<file path="config.mk">
export PLATFORM = sky130hd
export DESIGN_NAME = bp_io_cce_tagged_flat
export DESIGN_NICKNAME = d
export VERILOG_FILES = /design/src/rtl/bp_io_cce_tagged_if.sv /design/src/rtl/bp_io_cce_tagged.sv /design/src/flat_wrapper.sv
export SDC_FILE = /design/constraint.sdc
export NUM_CORES = 1
export LEC_CHECK = 0
export ABC_CLOCK_PERIOD_IN_PS = 9700
export BUFFER_PORTS_ARGS = -buffer_cell sky130_fd_sc_hd__buf_2
export CORE_ASPECT_RATIO = 1.4
export CORE_UTILIZATION = 50
export CTS_BUF_LIST = sky130_fd_sc_hd__clkbuf_2 sky130_fd_sc_hd__clkbuf_4 sky130_fd_sc_hd__clkbuf_8
export DETAILED_ROUTE_END_ITERATION = 6
export GPL_TIMING_DRIVEN = 0
export PLACE_DENSITY = 0.79
export SLEW_MARGIN = 10
export SYNTH_ARGS = -nofsm -noshare
export SYNTH_HDL_FRONTEND = slang
export SYNTH_SLANG_ARGS = --single-unit
</file>
<file path="constraint.sdc">
create_clock -name clk_i -period 9.7 [get_ports clk_i]
set_input_delay 1.455 -clock clk_i [delete_from_list [all_inputs] [get_ports clk_i]]
set_output_delay 1.455 -clock clk_i [all_outputs]
set_load 0.01 [all_outputs]
</file>
<file path="src/rtl/bp_io_cce_tagged_if.sv">
// Bus bundle for the tagged I/O CCE: LCE request in, tagged I/O command out,
// tagged I/O response in, LCE command out, plus status outputs.
interface bp_io_cce_tagged_if #(
    parameter int paddr_width_p  = 40,
    parameter int data_width_p   = 64,
    parameter int lce_id_width_p = 4,
    parameter int num_tags_p     = 4
);
    localparam int tag_width_lp = $clog2(num_tags_p);

    logic                      lce_req_v_i;
    logic                      lce_req_yumi_o;
    logic                      lce_req_store_i;
    logic [paddr_width_p-1:0]  lce_req_addr_i;
    logic [1:0]                lce_req_size_i;
    logic [data_width_p-1:0]   lce_req_data_i;
    logic [lce_id_width_p-1:0] lce_req_src_i;

    logic                      io_cmd_v_o;
    logic                      io_cmd_ready_i;
    logic                      io_cmd_store_o;
    logic [paddr_width_p-1:0]  io_cmd_addr_o;
    logic [1:0]                io_cmd_size_o;
    logic [data_width_p-1:0]   io_cmd_data_o;
    logic [tag_width_lp-1:0]   io_cmd_tag_o;

    logic                      io_resp_v_i;
    logic                      io_resp_yumi_o;
    logic [tag_width_lp-1:0]   io_resp_tag_i;
    logic [data_width_p-1:0]   io_resp_data_i;

    logic                      lce_cmd_v_o;
    logic                      lce_cmd_ready_i;
    logic                      lce_cmd_store_done_o;
    logic [lce_id_width_p-1:0] lce_cmd_dst_o;
    logic [paddr_width_p-1:0]  lce_cmd_addr_o;
    logic [1:0]                lce_cmd_size_o;
    logic [data_width_p-1:0]   lce_cmd_data_o;

    logic [tag_width_lp:0]     outstanding_o;
    logic                      error_o;

    modport slave (
        input  lce_req_v_i, lce_req_store_i, lce_req_addr_i, lce_req_size_i,
               lce_req_data_i, lce_req_src_i,
        output lce_req_yumi_o,
        output io_cmd_v_o, io_cmd_store_o, io_cmd_addr_o, io_cmd_size_o,
               io_cmd_data_o, io_cmd_tag_o,
        input  io_cmd_ready_i,
        input  io_resp_v_i, io_resp_tag_i, io_resp_data_i,
        output io_resp_yumi_o,
        output lce_cmd_v_o, lce_cmd_store_done_o, lce_cmd_dst_o, lce_cmd_addr_o,
               lce_cmd_size_o, lce_cmd_data_o,
        input  lce_cmd_ready_i,
        output outstanding_o, error_o
    );

    modport master (
        output lce_req_v_i, lce_req_store_i, lce_req_addr_i, lce_req_size_i,
               lce_req_data_i, lce_req_src_i,
        input  lce_req_yumi_o,
        input  io_cmd_v_o, io_cmd_store_o, io_cmd_addr_o, io_cmd_size_o,
               io_cmd_data_o, io_cmd_tag_o,
        output io_cmd_ready_i,
        output io_resp_v_i, io_resp_tag_i, io_resp_data_i,
        input  io_resp_yumi_o,
        input  lce_cmd_v_o, lce_cmd_store_done_o, lce_cmd_dst_o, lce_cmd_addr_o,
               lce_cmd_size_o, lce_cmd_data_o,
        output lce_cmd_ready_i,
        input  outstanding_o, error_o
    );
endinterface

</file>
<file path="src/rtl/bp_io_cce_tagged.sv">
// Tagged multi-outstanding I/O CCE: request -> io_cmd one cycle later, response -> lce_cmd one cycle later.
// Yumis are combinational; requests stall when all tags are busy or io_cmd is blocked, responses when lce_cmd is blocked.
module bp_io_cce_tagged #(
    parameter int paddr_width_p  = 40,
    parameter int data_width_p   = 64,
    parameter int lce_id_width_p = 4,
    parameter int num_tags_p     = 4
) (
    input  logic          clk_i,
    input  logic          reset_i,
    bp_io_cce_tagged_if.slave bus
);
    localparam int tag_width_lp = $clog2(num_tags_p);

    logic [num_tags_p-1:0]     valid_r;
    logic                      store_r [num_tags_p];
    logic [lce_id_width_p-1:0] src_r   [num_tags_p];
    logic [paddr_width_p-1:0]  addr_r  [num_tags_p];
    logic [1:0]                size_r  [num_tags_p];

    logic                      io_cmd_v_r;
    logic                      io_cmd_store_r;
    logic [paddr_width_p-1:0]  io_cmd_addr_r;
    logic [1:0]                io_cmd_size_r;
    logic [data_width_p-1:0]   io_cmd_data_r;
    logic [tag_width_lp-1:0]   io_cmd_tag_r;

    logic                      lce_cmd_v_r;
    logic                      lce_cmd_store_done_r;
    logic [lce_id_width_p-1:0] lce_cmd_dst_r;
    logic [paddr_width_p-1:0]  lce_cmd_addr_r;
    logic [1:0]                lce_cmd_size_r;
    logic [data_width_p-1:0]   lce_cmd_data_r;

    logic [tag_width_lp:0]     outstanding_r;
    logic                      error_r;

    logic                      any_free;
    logic [tag_width_lp-1:0]   alloc_tag;
    logic                      req_yumi;
    logic                      resp_yumi;
    logic                      resp_hit;
    logic [tag_width_lp-1:0]   resp_tag;

    // Lowest-index free tag, taken from the table as registered at cycle start.
    always_comb begin
        any_free  = 1'b0;
        alloc_tag = '0;
        for (int i = num_tags_p - 1; i >= 0; i--) begin
            if (!valid_r[i]) begin
                any_free  = 1'b1;
                alloc_tag = tag_width_lp'(i);
            end
        end
    end

    assign resp_tag  = bus.io_resp_tag_i;
    assign req_yumi  = ~reset_i & bus.lce_req_v_i & any_free
                     & (~io_cmd_v_r | bus.io_cmd_ready_i);
    assign resp_yumi = ~reset_i & bus.io_resp_v_i & (~lce_cmd_v_r | bus.lce_cmd_ready_i);
    assign resp_hit  = resp_yumi & valid_r[resp_tag];

    // Alloc and free never collide: alloc picks a free tag, free needs a valid one.
    always_ff @(posedge clk_i) begin
        if (reset_i) begin
            valid_r <= '0;
        end else begin
            if (resp_hit) valid_r[resp_tag]  <= 1'b0;
            if (req_yumi) valid_r[alloc_tag] <= 1'b1;
        end
    end

    always_ff @(posedge clk_i) begin
        if (req_yumi) begin
            store_r[alloc_tag] <= bus.lce_req_store_i;
            src_r[alloc_tag]   <= bus.lce_req_src_i;
            addr_r[alloc_tag]  <= bus.lce_req_addr_i;
            size_r[alloc_tag]  <= bus.lce_req_size_i;
        end
    end

    always_ff @(posedge clk_i) begin
        if (reset_i) begin
            io_cmd_v_r     <= 1'b0;
            io_cmd_store_r <= 1'b0;
            io_cmd_addr_r  <= '0;
            io_cmd_size_r  <= '0;
            io_cmd_data_r  <= '0;
            io_cmd_tag_r   <= '0;
        end else if (req_yumi) begin
            io_cmd_v_r     <= 1'b1;
            io_cmd_store_r <= bus.lce_req_store_i;
            io_cmd_addr_r  <= bus.lce_req_addr_i;
            io_cmd_size_r  <= bus.lce_req_size_i;
            io_cmd_data_r  <= bus.lce_req_store_i ? bus.lce_req_data_i : '0;
            io_cmd_tag_r   <= alloc_tag;
        end else if (bus.io_cmd_ready_i) begin
            io_cmd_v_r     <= 1'b0;
        end
    end

    always_ff @(posedge clk_i) begin
        if (reset_i) begin
            lce_cmd_v_r          <= 1'b0;
            lce_cmd_store_done_r <= 1'b0;
            lce_cmd_dst_r        <= '0;
            lce_cmd_addr_r       <= '0;
            lce_cmd_size_r       <= '0;
            lce_cmd_data_r       <= '0;
        end else if (resp_hit) begin
            lce_cmd_v_r          <= 1'b1;
            lce_cmd_store_done_r <= store_r[resp_tag];
            lce_cmd_dst_r        <= src_r[resp_tag];
            lce_cmd_addr_r       <= addr_r[resp_tag];
            lce_cmd_size_r       <= size_r[resp_tag];
            lce_cmd_data_r       <= store_r[resp_tag] ? '0 : bus.io_resp_data_i;
        end else if (bus.lce_cmd_ready_i) begin
            lce_cmd_v_r          <= 1'b0;
        end
    end

    // Unallocated-tag responses are drained but only raise the sticky error.
    always_ff @(posedge clk_i) begin
        if (reset_i) begin
            outstanding_r <= '0;
            error_r       <= 1'b0;
        end else begin
            case ({req_yumi, resp_hit})
                2'b10:   outstanding_r <= outstanding_r + 1'b1;
                2'b01:   outstanding_r <= outstanding_r - 1'b1;
                default: outstanding_r <= outstanding_r;
            endcase
            if (resp_yumi && !valid_r[resp_tag]) error_r <= 1'b1;
        end
    end

    assign bus.lce_req_yumi_o       = req_yumi;
    assign bus.io_resp_yumi_o       = resp_yumi;
    assign bus.io_cmd_v_o           = io_cmd_v_r;
    assign bus.io_cmd_store_o       = io_cmd_store_r;
    assign bus.io_cmd_addr_o        = io_cmd_addr_r;
    assign bus.io_cmd_size_o        = io_cmd_size_r;
    assign bus.io_cmd_data_o        = io_cmd_data_r;
    assign bus.io_cmd_tag_o         = io_cmd_tag_r;
    assign bus.lce_cmd_v_o          = lce_cmd_v_r;
    assign bus.lce_cmd_store_done_o = lce_cmd_store_done_r;
    assign bus.lce_cmd_dst_o        = lce_cmd_dst_r;
    assign bus.lce_cmd_addr_o       = lce_cmd_addr_r;
    assign bus.lce_cmd_size_o       = lce_cmd_size_r;
    assign bus.lce_cmd_data_o       = lce_cmd_data_r;
    assign bus.outstanding_o        = outstanding_r;
    assign bus.error_o              = error_r;
endmodule

</file>
<file path="src/flat_wrapper.sv">
// flat-port wrapper written by rule: the top's interface ports become plain ports
module bp_io_cce_tagged_flat 
#(
    parameter int paddr_width_p  = 40,
    parameter int data_width_p   = 64,
    parameter int lce_id_width_p = 4,
    parameter int num_tags_p     = 4
)
  (clk_i, reset_i, bus_lce_req_v_i, bus_lce_req_store_i, bus_lce_req_addr_i, bus_lce_req_size_i, bus_lce_req_data_i, bus_lce_req_src_i, bus_lce_req_yumi_o, bus_io_cmd_v_o, bus_io_cmd_store_o, bus_io_cmd_addr_o, bus_io_cmd_size_o, bus_io_cmd_data_o, bus_io_cmd_tag_o, bus_io_cmd_ready_i, bus_io_resp_v_i, bus_io_resp_tag_i, bus_io_resp_data_i, bus_io_resp_yumi_o, bus_lce_cmd_v_o, bus_lce_cmd_store_done_o, bus_lce_cmd_dst_o, bus_lce_cmd_addr_o, bus_lce_cmd_size_o, bus_lce_cmd_data_o, bus_lce_cmd_ready_i, bus_outstanding_o, bus_error_o);
  bp_io_cce_tagged_if #(.paddr_width_p(paddr_width_p), .data_width_p(data_width_p), .lce_id_width_p(lce_id_width_p), .num_tags_p(num_tags_p)) bus_i ();
  input  logic clk_i;
  input  logic reset_i;
  input wire logic [$bits(bus_i.lce_req_v_i)-1:0] bus_lce_req_v_i;
  input wire logic [$bits(bus_i.lce_req_store_i)-1:0] bus_lce_req_store_i;
  input wire logic [$bits(bus_i.lce_req_addr_i)-1:0] bus_lce_req_addr_i;
  input wire logic [$bits(bus_i.lce_req_size_i)-1:0] bus_lce_req_size_i;
  input wire logic [$bits(bus_i.lce_req_data_i)-1:0] bus_lce_req_data_i;
  input wire logic [$bits(bus_i.lce_req_src_i)-1:0] bus_lce_req_src_i;
  output wire logic [$bits(bus_i.lce_req_yumi_o)-1:0] bus_lce_req_yumi_o;
  output wire logic [$bits(bus_i.io_cmd_v_o)-1:0] bus_io_cmd_v_o;
  output wire logic [$bits(bus_i.io_cmd_store_o)-1:0] bus_io_cmd_store_o;
  output wire logic [$bits(bus_i.io_cmd_addr_o)-1:0] bus_io_cmd_addr_o;
  output wire logic [$bits(bus_i.io_cmd_size_o)-1:0] bus_io_cmd_size_o;
  output wire logic [$bits(bus_i.io_cmd_data_o)-1:0] bus_io_cmd_data_o;
  output wire logic [$bits(bus_i.io_cmd_tag_o)-1:0] bus_io_cmd_tag_o;
  input wire logic [$bits(bus_i.io_cmd_ready_i)-1:0] bus_io_cmd_ready_i;
  input wire logic [$bits(bus_i.io_resp_v_i)-1:0] bus_io_resp_v_i;
  input wire logic [$bits(bus_i.io_resp_tag_i)-1:0] bus_io_resp_tag_i;
  input wire logic [$bits(bus_i.io_resp_data_i)-1:0] bus_io_resp_data_i;
  output wire logic [$bits(bus_i.io_resp_yumi_o)-1:0] bus_io_resp_yumi_o;
  output wire logic [$bits(bus_i.lce_cmd_v_o)-1:0] bus_lce_cmd_v_o;
  output wire logic [$bits(bus_i.lce_cmd_store_done_o)-1:0] bus_lce_cmd_store_done_o;
  output wire logic [$bits(bus_i.lce_cmd_dst_o)-1:0] bus_lce_cmd_dst_o;
  output wire logic [$bits(bus_i.lce_cmd_addr_o)-1:0] bus_lce_cmd_addr_o;
  output wire logic [$bits(bus_i.lce_cmd_size_o)-1:0] bus_lce_cmd_size_o;
  output wire logic [$bits(bus_i.lce_cmd_data_o)-1:0] bus_lce_cmd_data_o;
  input wire logic [$bits(bus_i.lce_cmd_ready_i)-1:0] bus_lce_cmd_ready_i;
  output wire logic [$bits(bus_i.outstanding_o)-1:0] bus_outstanding_o;
  output wire logic [$bits(bus_i.error_o)-1:0] bus_error_o;
  assign bus_i.lce_req_v_i = bus_lce_req_v_i;
  assign bus_i.lce_req_store_i = bus_lce_req_store_i;
  assign bus_i.lce_req_addr_i = bus_lce_req_addr_i;
  assign bus_i.lce_req_size_i = bus_lce_req_size_i;
  assign bus_i.lce_req_data_i = bus_lce_req_data_i;
  assign bus_i.lce_req_src_i = bus_lce_req_src_i;
  assign bus_lce_req_yumi_o = bus_i.lce_req_yumi_o;
  assign bus_io_cmd_v_o = bus_i.io_cmd_v_o;
  assign bus_io_cmd_store_o = bus_i.io_cmd_store_o;
  assign bus_io_cmd_addr_o = bus_i.io_cmd_addr_o;
  assign bus_io_cmd_size_o = bus_i.io_cmd_size_o;
  assign bus_io_cmd_data_o = bus_i.io_cmd_data_o;
  assign bus_io_cmd_tag_o = bus_i.io_cmd_tag_o;
  assign bus_i.io_cmd_ready_i = bus_io_cmd_ready_i;
  assign bus_i.io_resp_v_i = bus_io_resp_v_i;
  assign bus_i.io_resp_tag_i = bus_io_resp_tag_i;
  assign bus_i.io_resp_data_i = bus_io_resp_data_i;
  assign bus_io_resp_yumi_o = bus_i.io_resp_yumi_o;
  assign bus_lce_cmd_v_o = bus_i.lce_cmd_v_o;
  assign bus_lce_cmd_store_done_o = bus_i.lce_cmd_store_done_o;
  assign bus_lce_cmd_dst_o = bus_i.lce_cmd_dst_o;
  assign bus_lce_cmd_addr_o = bus_i.lce_cmd_addr_o;
  assign bus_lce_cmd_size_o = bus_i.lce_cmd_size_o;
  assign bus_lce_cmd_data_o = bus_i.lce_cmd_data_o;
  assign bus_i.lce_cmd_ready_i = bus_lce_cmd_ready_i;
  assign bus_outstanding_o = bus_i.outstanding_o;
  assign bus_error_o = bus_i.error_o;
  bp_io_cce_tagged #(.paddr_width_p(paddr_width_p), .data_width_p(data_width_p), .lce_id_width_p(lce_id_width_p), .num_tags_p(num_tags_p)) u_core (.clk_i(clk_i), .reset_i(reset_i), .bus(bus_i));
endmodule
</file>
After elaboration in Yosys (flattened, before gate mapping)
Memory sizes are Yosys's and may differ from the RTL's. A register that Yosys moved wholly into a read port is not among the register bits.
Cells that the tools add are included.

storage, ports and cells
  flip-flop bits (word level) = 184
  latch bits = 0
  RAM bits = 188
  ROM bits = 0
  input bits = 183
  output and inout port bits = 228
  logic and storage cells = 71
  memories = 4

cells by class
  add/subtract/negate cells = 2
  multipliers = 0
  div/mod/pow operators = 0
  order comparisons = 4
  equality and inequality tests = 2
  shifts and indexed selects = 0
  mux-type cells = 26
  bitwise logic cells = 14
  reduce and logical (&&, ||, !) cells = 7

memories
  memory          words  width  rd ports  clocked after Yosys merged registers in  wr ports  RTL line                text
  u_core.addr_r   4      40     1         1                                        1         bp_io_cce_tagged.sv:18  logic [paddr_width_p-1:0] addr_r [num_tags_p];
  u_core.src_r    4      4      1         1                                        1         bp_io_cce_tagged.sv:17  logic [lce_id_width_p-1:0] src_r [num_tags_p];
  u_core.size_r   4      2      1         1                                        1         bp_io_cce_tagged.sv:19  logic [1:0] size_r [num_tags_p];
  u_core.store_r  4      1      1         0                                        1         bp_io_cce_tagged.sv:16  logic store_r [num_tags_p];

operator list
  kind                                                                          count
  64-bit 2-to-1 mux                                                             2
  1-bit 2-to-1 mux                                                              13
  4-bit 2-to-1 mux                                                              3
  2-bit 2-to-1 mux                                                              4
  1-bit bitwise AND                                                             6
  2-bit by 3-bit less-than comparator with 1-bit output, second input constant  2
  3-bit one-hot mux with 2 select lines                                         1
  2-bit nonzero test                                                            3
  4-bit bitwise AND                                                             1
  1-bit demux with 2-bit select                                                 2
  2-bit by 1-bit >= comparator with 1-bit output, second input constant         2
  4-bit NOT                                                                     1
  4-bit OR                                                                      1
  3-bit by 1-bit adder with 3-bit output, second input constant                 1
  1-bit logical AND                                                             3
  1-bit NOT                                                                     3
  3-bit by 1-bit subtractor with 3-bit output, second input constant            1
  1-bit binary-select mux with 2-bit select                                     1
  2-bit by 1-bit equality test with 1-bit output, second input constant         1
  2-bit equality test, second input constant                                    1
  1-bit OR                                                                      2
  1-bit zero test                                                               1

Longest topological paths before layout
Gate-level depths: netlist of the first run.

  word-level depth = 10
  depth in mapped cells = 10
  gate-level depth less buffers = 8

Worst setup path after synthesis of the first run
No wires, ideal clock.

  path type = input port to flip-flop
  start point = input reset_i
  end point = memory u_core.addr_r[2][0] (enable)
  library setup time = 0.520 ns
  arrival = 5.827 ns
  required time = 9.180 ns
  path slack = 3.354 ns
  cell stages on the path = 6
  cell sequence = buf_2 or3_4 inv_2 buf_2 nand2_1 nor3b_1

on the way
  word-level cells in the longest chain between the ends = 6

ends and longest elaborated chain
  element                                 RTL line                text
  start, declared                         flat_wrapper.sv:12      input logic reset_i;
  1-bit NOT                               bp_io_cce_tagged.sv:58  assign req_yumi = ~reset_i & bus.lce_req_v_i & any_free
  1-bit bitwise AND (2 in a row)          bp_io_cce_tagged.sv:58
  1-bit bitwise AND                       bp_io_cce_tagged.sv:59  & (~io_cmd_v_r | bus.io_cmd_ready_i);
  1-bit 2-to-1 mux                        bp_io_cce_tagged.sv:74  if (req_yumi) begin
  1-bit 2-to-1 mux (not written as such)  bp_io_cce_tagged.sv:77  addr_r[alloc_tag] <= bus.lce_req_addr_i;
  end, declared                           bp_io_cce_tagged.sv:18

Every way passes these cells.

Final worst setup path of the first run
  start point = input bus_lce_req_v_i
  end point = output bus_lce_req_yumi_o

on the way
  word-level cells in the longest chain between the ends = 3

ends and longest elaborated chain
  element                         RTL line                text
  start, declared                 flat_wrapper.sv:13      input wire logic [$bits(bus_i.lce_req_v_i)-1:0] bus_lce_req_v_i;
  1-bit bitwise AND (2 in a row)  bp_io_cce_tagged.sv:58
  1-bit bitwise AND               bp_io_cce_tagged.sv:59
  end, declared                   flat_wrapper.sv:19      output wire logic [$bits(bus_i.lce_req_yumi_o)-1:0] bus_lce_req_yumi_o;

Every way passes these cells.

==> out/metrics.cfg, run 1 <==
[timing]
max_slew.worst_pin.slew_ns=0.809
hold_ws_ns=0.450
final-setup-viol-count=0
slew_viol_final=0
fin_setup_tns_ns=0
min_period_ns=4.17
max_slew_margin_pct=45.8
max_freq_ghz=0.240
hold_violations=0
skew_ns=0.0307
rsz0062_at_grt=no
period_share_pct=43.0

[synth]
synth_warnings=0
syn_area_um2=14200
ys_seq_elements=418
ys_top_cells_by_area=edfxtp_1, dfxtp_1, a22o_1
synthAdderAreaFrac_pct=0.230
synthArstFlopShare_pct=0
synth_xor_area_share_pct=0.124
synthCells=907
synth_top_family_by_area=compound AO/OA/AOI/OAI gates
yosys.area.top_type_share_pct=39.8
synth_edf_count=188
synth_compound_area_share_pct=13.0
synth_cell_type_count=44
yosys.area_share.simple_pct=4.00
synth_top_cell_by_area=edfxtp_1
synth-seq-area-share_pct=72.3
synth.area.mux_share_pct=7.54
syn_nets=1092
synth.avg_cell_area_um2=15.6
synth-main-ff-cell=dfxtp_1

[worst_setup_path]
endpoint_kind=output pin
path_common_cell=buf_2
worstPathCellList=buf_2, o21ai_1, or3_4, inv_2, buf_2, buf_2
critPathArrivalTime_ns=2.72
critical_path_buf_inv_count=4
cp_top_family=buffers and inverters
slowest_stage=or3_4
cp_max_fo=10
cpPeakStageDelay_ns=0.45
start_kind=input pin
crit_type=in2out
cp.required_ns=8.25

[detailed_routing]
totalWireLength_mm=36.6
routedWlPerCell_um=20.2
num_vias=9573
drc_errors=0
dr.pass1.iters=5
ant_nets=0
vias_per_cell=5.29
drtIter0Drc=405

[placed_design]
place_area_um2=16900
dp_hpwl_mm=26.6
gp_congestion=0.878
io_buffers=407

[cells_and_area]
utilization_pct=65.5
seqCellArea_um2=10200
drive_gt1_share_pct=43.9
multi_input_comb_area_um2=3550
stdcell_area_um2=18200
nets=1573
num-fill-cells=2058
area_growth_pct=28.3

[global_routing]
grt_pass1_vias=9851
gr-usage-met1_pct=24.2
grt_pass1_wl_mm=53.9
antenna_found_initial=5
busiest_layer=met2
grt_max_degree=29
met3_usage_pct=6.93
gr-usage-met2_pct=47.6
grt_overflow=0
grt_usage_pct=25.0

[floorplanning]
die_w_um=144
start_util_pct=51.1
die_h_um=201
num_io_pins=411
die_area_um2=29000
core_area_um2=27700
rows=72

[cts]
htreeDepth=2
clk_path_buf_depth=3
cts_buffers=57
postCtsHoldBufs=0
cts.sinks=418
clkLatencyLatePin_ns=0.61
cts_resized=0
cts_tree=yes
clockRootBuffer=clkbuf_8
cts.clk_slew.worst_paths_ns=0.07
cts_setup_buffers=0

[power]
ir_drop_uv=131
p_total_mw=3.58
p_per_area_nw_per_um2=197
power.leakage_nw=7.66

[run_status]
status=finished clean

[flow_run]
maxCapViolations=0

[min_path]
hold_class=reg2reg

==> synthesized netlist by cell type (all sizes together), types with 2 or more instances <==
master / count
a21oi: 51
a22o: 170
a311oi: 2
buf: 45
clkbuf: 22
dfxtp: 230
edfxtp: 188
inv: 6
mux4: 47
nand2: 99
nand2b: 4
nand4: 2
nor2: 11
nor2b: 2
nor3: 3
nor3b: 2
o21ai: 4
or3: 2
==> where the power goes <==
part / leakage (nW) / switching [mW] / internal (mW)
Clock: 0.689 / 0.630 / 0.804
Combinational: 3.39 / 0.131 / 0.108
Sequential: 3.58 / 0.0222 / 1.89
==> layout make-up <==
type / instances / share of cell area [%]
buffer: 67 / 2.03
timing repair buffer: 422 / 12.3
clock inverter: 6 / 0.241
antenna: 4 / 0.0551
inverter: 6 / 0.124
multi-input combinational: 416 / 19.5
tap: 370 / 2.55
clock buffer: 101 / 6.85
sequential: 418 / 56.4
==> through the flow <==
step           std cells  worst slack [ns]
5_1_grt             1807              5.45
4_1_cts             1806              5.50
2_1_floorplan        907              3.35
3_3_place_gp        1684             0.171
3_5_place_dp        1699              5.50
6_report            1810              5.53
==> flip-flops by register name, indices dropped and copies added, names as in the netlist, 2 cells and up <==
name,flops
u_core.bus.lce_cmd_data_o,64
u_core.bus.lce_cmd_size_o,2
u_core.bus.outstanding_o,3
u_core.bus.lce_cmd_dst_o,4
u_core.bus.io_cmd_data_o,64
u_core.size_r,8
u_core.bus.io_cmd_tag_o,2
u_core.addr_r,160
u_core.bus.io_cmd_addr_o,40
u_core.store_r,4
u_core.bus.io_cmd_size_o,2
u_core.bus.lce_cmd_addr_o,40
u_core.src_r,16
u_core.valid_r,4
==> routing by layer <==
| layer | vias to the layer above | wire length, µm |
|---|---|---|
| li1 | 4458 | - |
| met1 | 4594 | 12400 |
| met2 | 449 | 19800 |
| met3 | 70 | 3090 |
| met4 | 2 | 1260 |
| met5 | - | 17 |
==> kinds of logic (layout without fill, tap and decap cells) <==
family,Yosys count,in the layout
fa+ha+maj,2,2
other cells,0,4
xor+xnor,2,2
mux,48,48
buf+inv,73,602
simple gates,129,129
flops,418,418
compound gates,235,235
==> worst min-delay path: cells and delay by family, from the launching register on <==
family / cells / cell delay [ns]
AND/OR/NAND/NOR: 1 / 0.05
AO/OA/AOI/OAI: 1 / 0.05
flip-flops: 1 / 0.31
==> path summary, 6_finish.rpt <==
path | from | to | slack [ns] | cells past startpoint
worst max-delay path | bus_lce_req_v_i | bus_lce_req_yumi_o | 5.53 | 6
worst min-delay path | u_core.bus.lce_cmd_addr_o[6] | u_core.bus.lce_cmd_addr_o[6] | 0.45 | 2
worst max register to register | u_core.valid_r[2] | u_core.addr_r[2][13] | 6.66 | 9
worst min register to register | u_core.bus.lce_cmd_addr_o[6] | u_core.bus.lce_cmd_addr_o[6] | 0.45 | 2
==> layout by cell type (no fill, tap or decap), types with 2 or more instances in the layout <==
master      n
clkbuf_1   22
buf_6      12
buf_1       2
a21oi_1    51
nand2_1    99
buf_16      2
edfxtp_1  188
dfxtp_1   230
diode_2     4
clkinv_2    4
clkbuf_4   23
buf_4      18
mux4_2     47
clkbuf_8   78
nor2_1      8
nand2b_1    4
nor2b_1     2
a22o_1    170
buf_2     432
nand4_1     2
o21ai_0     3
a311oi_1    2
inv_2       4
inv_1       2
nor3_2      2
Note: power is estimated with default switching activity, not from simulation.
==> run 2: changes to the inputs <==
ABC_CLOCK_PERIOD_IN_PS = 4200   (was 9700)
clock period = 4.2 ns   (was 9.7 ns; I/O delays follow)
==> run 2 against run 1 <==
Core utilization up 0.17 points. Largest cell class unchanged. Worst hold slack lost 0.25 ns. Critical path depth rose by 2. Critical endpoint is now u_core.addr_r[2][35]. Global-route usage is 0.59 points higher. Sequential share of layout area shrank 0.14 points. Largest power group unchanged. First-iteration DRC count increased by 37%.
==> out/metrics.cfg, run 2 (synthesis gave the netlist of run 1 again) <==
[detailed_routing]
vias_per_cell=5.36  ; was 5.29
totalWireLength_mm=37.4  ; was 36.6 mm
routedWlPerCell_um=20.6  ; was 20.2 µm
num_vias=9693  ; was 9,573
drtIter0Drc=556  ; was 405
drc_errors=0  ; unchanged
ant_nets=0  ; unchanged
dr.pass1.iters=5  ; unchanged

[cells_and_area]
layout_commonest_cell=buf_2  ; unchanged
largest_reg_flops=160  ; unchanged
num-fill-cells=2013  ; was 2,058
area_growth_pct=28.6  ; was 28.3%
drive_gt1_share_pct=43.6  ; was 43.9%
nets=1569  ; was 1,573
top_register=u_core.addr_r  ; unchanged
final_cell_mix=buf_2, dfxtp_1, edfxtp_1, a22o_1, nand2_1  ; unchanged

[power]
power.leakage_nw=7.66  ; about the same
switching_share_pct=22.5  ; was 21.8%
p_per_area_nw_per_um2=458  ; was 197 nW/µm²
p_total_mw=8.34  ; was 3.58 mW
p_switching_mw=1.87  ; was 0.783 mW
p_comb_share_pct=6.7  ; about the same
p_int_mw=6.47  ; was 2.80 mW
clock_power_share_pct=40.4  ; was 40.0%
ir_drop_uv=313  ; was 131 µV
pwr-share-seq_pct=53.0  ; was 53.3%

[cts]
cts_resized=0  ; unchanged
postCtsHoldBufs=0  ; unchanged
cts.clk_slew.worst_paths_ns=0.07  ; about the same
cts_buffers=59  ; was 57
cts_tree=yes  ; unchanged
clockRootBuffer=clkbuf_8  ; unchanged
cts_setup_buffers=0  ; unchanged
clk_path_buf_depth=3  ; unchanged
cts.sinks=418  ; unchanged
htreeDepth=2  ; unchanged
clkLatencyLatePin_ns=0.63  ; was 0.61 ns

[timing]
min_period_ns=3.17
slew_viol_final=0  ; unchanged
hold_ws_ns=0.197  ; was 0.450 ns
skew_ns=0.0456  ; was 0.0307 ns
hold_violations=0  ; unchanged
rsz0062_at_grt=no  ; unchanged
fin_setup_tns_ns=0  ; unchanged
max_slew_margin_pct=38.0  ; was 45.8%
period_share_pct=75.6
final-setup-viol-count=0  ; unchanged
max_freq_ghz=0.315
max_slew.worst_pin.slew_ns=0.929  ; was 0.809 ns

[global_routing]
grt_pass1_wl_mm=54.7  ; was 53.9 mm
grt_max_degree=28  ; was 29
grt_pass1_vias=9840  ; was 9,851
grt_overflow=0  ; unchanged
grt_usage_pct=25.6  ; was 25.0%
antenna_found_initial=6  ; was 5

[floorplanning]
die_w_um=144  ; unchanged
die_h_um=201  ; unchanged
start_util_pct=51.1  ; unchanged
core_area_um2=27700  ; unchanged
num_io_pins=411  ; unchanged
rows=72  ; unchanged
die_area_um2=29000  ; unchanged

[worst_setup_path]
crit_type=reg2reg  ; was in2out
cp_max_fo=13  ; was 10
start_kind=flop  ; was input pin
cp.required_ns=4.50  ; was 8.25 ns
worstPathCellList=nand2_1, o21ai_1, or3_4, inv_2, buf_2, nand2_1, nor3b_4, buf_8  ; was buf_2, o21ai_1, or3_4, inv_2, buf_2, buf_2
cpPeakStageDelay_ns=0.82  ; was 0.45 ns
critical_path_buf_inv_count=3  ; was 4
slowest_stage=nor3b_4  ; was or3_4
cp_top_family=simple AND/OR/NAND/NOR gates  ; was buffers and inverters
path_common_cell=nand2_1  ; was buf_2
endpoint_kind=flop  ; was output pin
critPathArrivalTime_ns=3.47  ; was 2.72 ns

[placed_design]
dp_hpwl_mm=27.5  ; was 26.6 mm
gp_congestion=0.904  ; was 0.878
io_buffers=407  ; unchanged

[flow_run]
maxCapViolations=0  ; unchanged

[min_path]
hold_class=in2reg  ; was reg2reg

[run_status]
status=finished clean  ; unchanged

==> run 2: cell count changes in the layout (fill, tap and decap cells not counted), sizes merged <==
cell      previous run  this run
buf                467       461
bufinv               0         3
clkbuf             123       109
clkinv               5        16
clkinvlp             1         2
diode                4         6
inv                  6         9
==> run 2: metal layers <==
| layer | vias to the layer above | wire length, µm | global-route usage [%] |
|---|---|---|---|
| met3 | 93 | 3110 | 6.43 |
| li1 | 4455 | - | - |
| met1 | 4671 | 12800 | 25.7 |
| met4 | 2 | 1810 | 14.1 |
| met2 | 472 | 19600 | 47.0 |
| met5 | - | 16 | 0 |
==> run 2: path summary, 6_finish.rpt <==
| check | start | endpoint | slack [ns] | cells past startpoint |
|---|---|---|---|---|
| min | bus_lce_req_data_i[13] | u_core.bus.io_cmd_data_o[13] | 0.20 | 2 |
| max reg2reg | u_core.valid_r[1] | u_core.addr_r[2][35] | 1.03 | 8 |
| min reg2reg | u_core.bus.lce_cmd_size_o[0] | u_core.bus.lce_cmd_size_o[0] | 0.45 | 2 |
| max | u_core.valid_r[1] | u_core.addr_r[2][35] | 1.03 | 8 |
==> run 2: stage by stage <==
stage	cell area, µm²	setup WS (ns)	utilization, %	instances
2_1_floorplan	14200	0.221	-	907
3_3_place_gp	16700	-1.73	60.1	1684
3_5_place_dp	16900	0.838	61.0	1693
4_1_cts	18200	1.02	65.6	1804
5_1_grt	18200	0.955	65.7	1807
6_report	18200	1.03	65.7	1810
==> run 2: layout make-up <==
cell class / count / area (µm²) / share of cell area [%]
Sequential cell: 418 / 10200 / 56.2
Inverter: 6 / 22.5 / 0.124
Antenna cell: 6 / 15.0 / 0.0824
Clock inverter: 24 / 216 / 1.19
Timing Repair Buffer: 416 / 2250 / 12.4
Buffer: 67 / 369 / 2.02
Tap cell: 370 / 463 / 2.54
Clock buffer: 87 / 1080 / 5.92
Multi-Input combinational cell: 416 / 3560 / 19.5
==> run 2: power by group through the flow <==
stage          combinational, mW  sequential, mW  clock (mW)
3_5_place_dp               0.560            4.50           0
4_1_cts                    0.561            4.42        3.44
5_1_grt                    0.600            4.42        3.62
2_1_floorplan              0.231            4.54           0
3_3_place_gp               0.540            4.50           0
6_report                   0.555            4.42        3.37
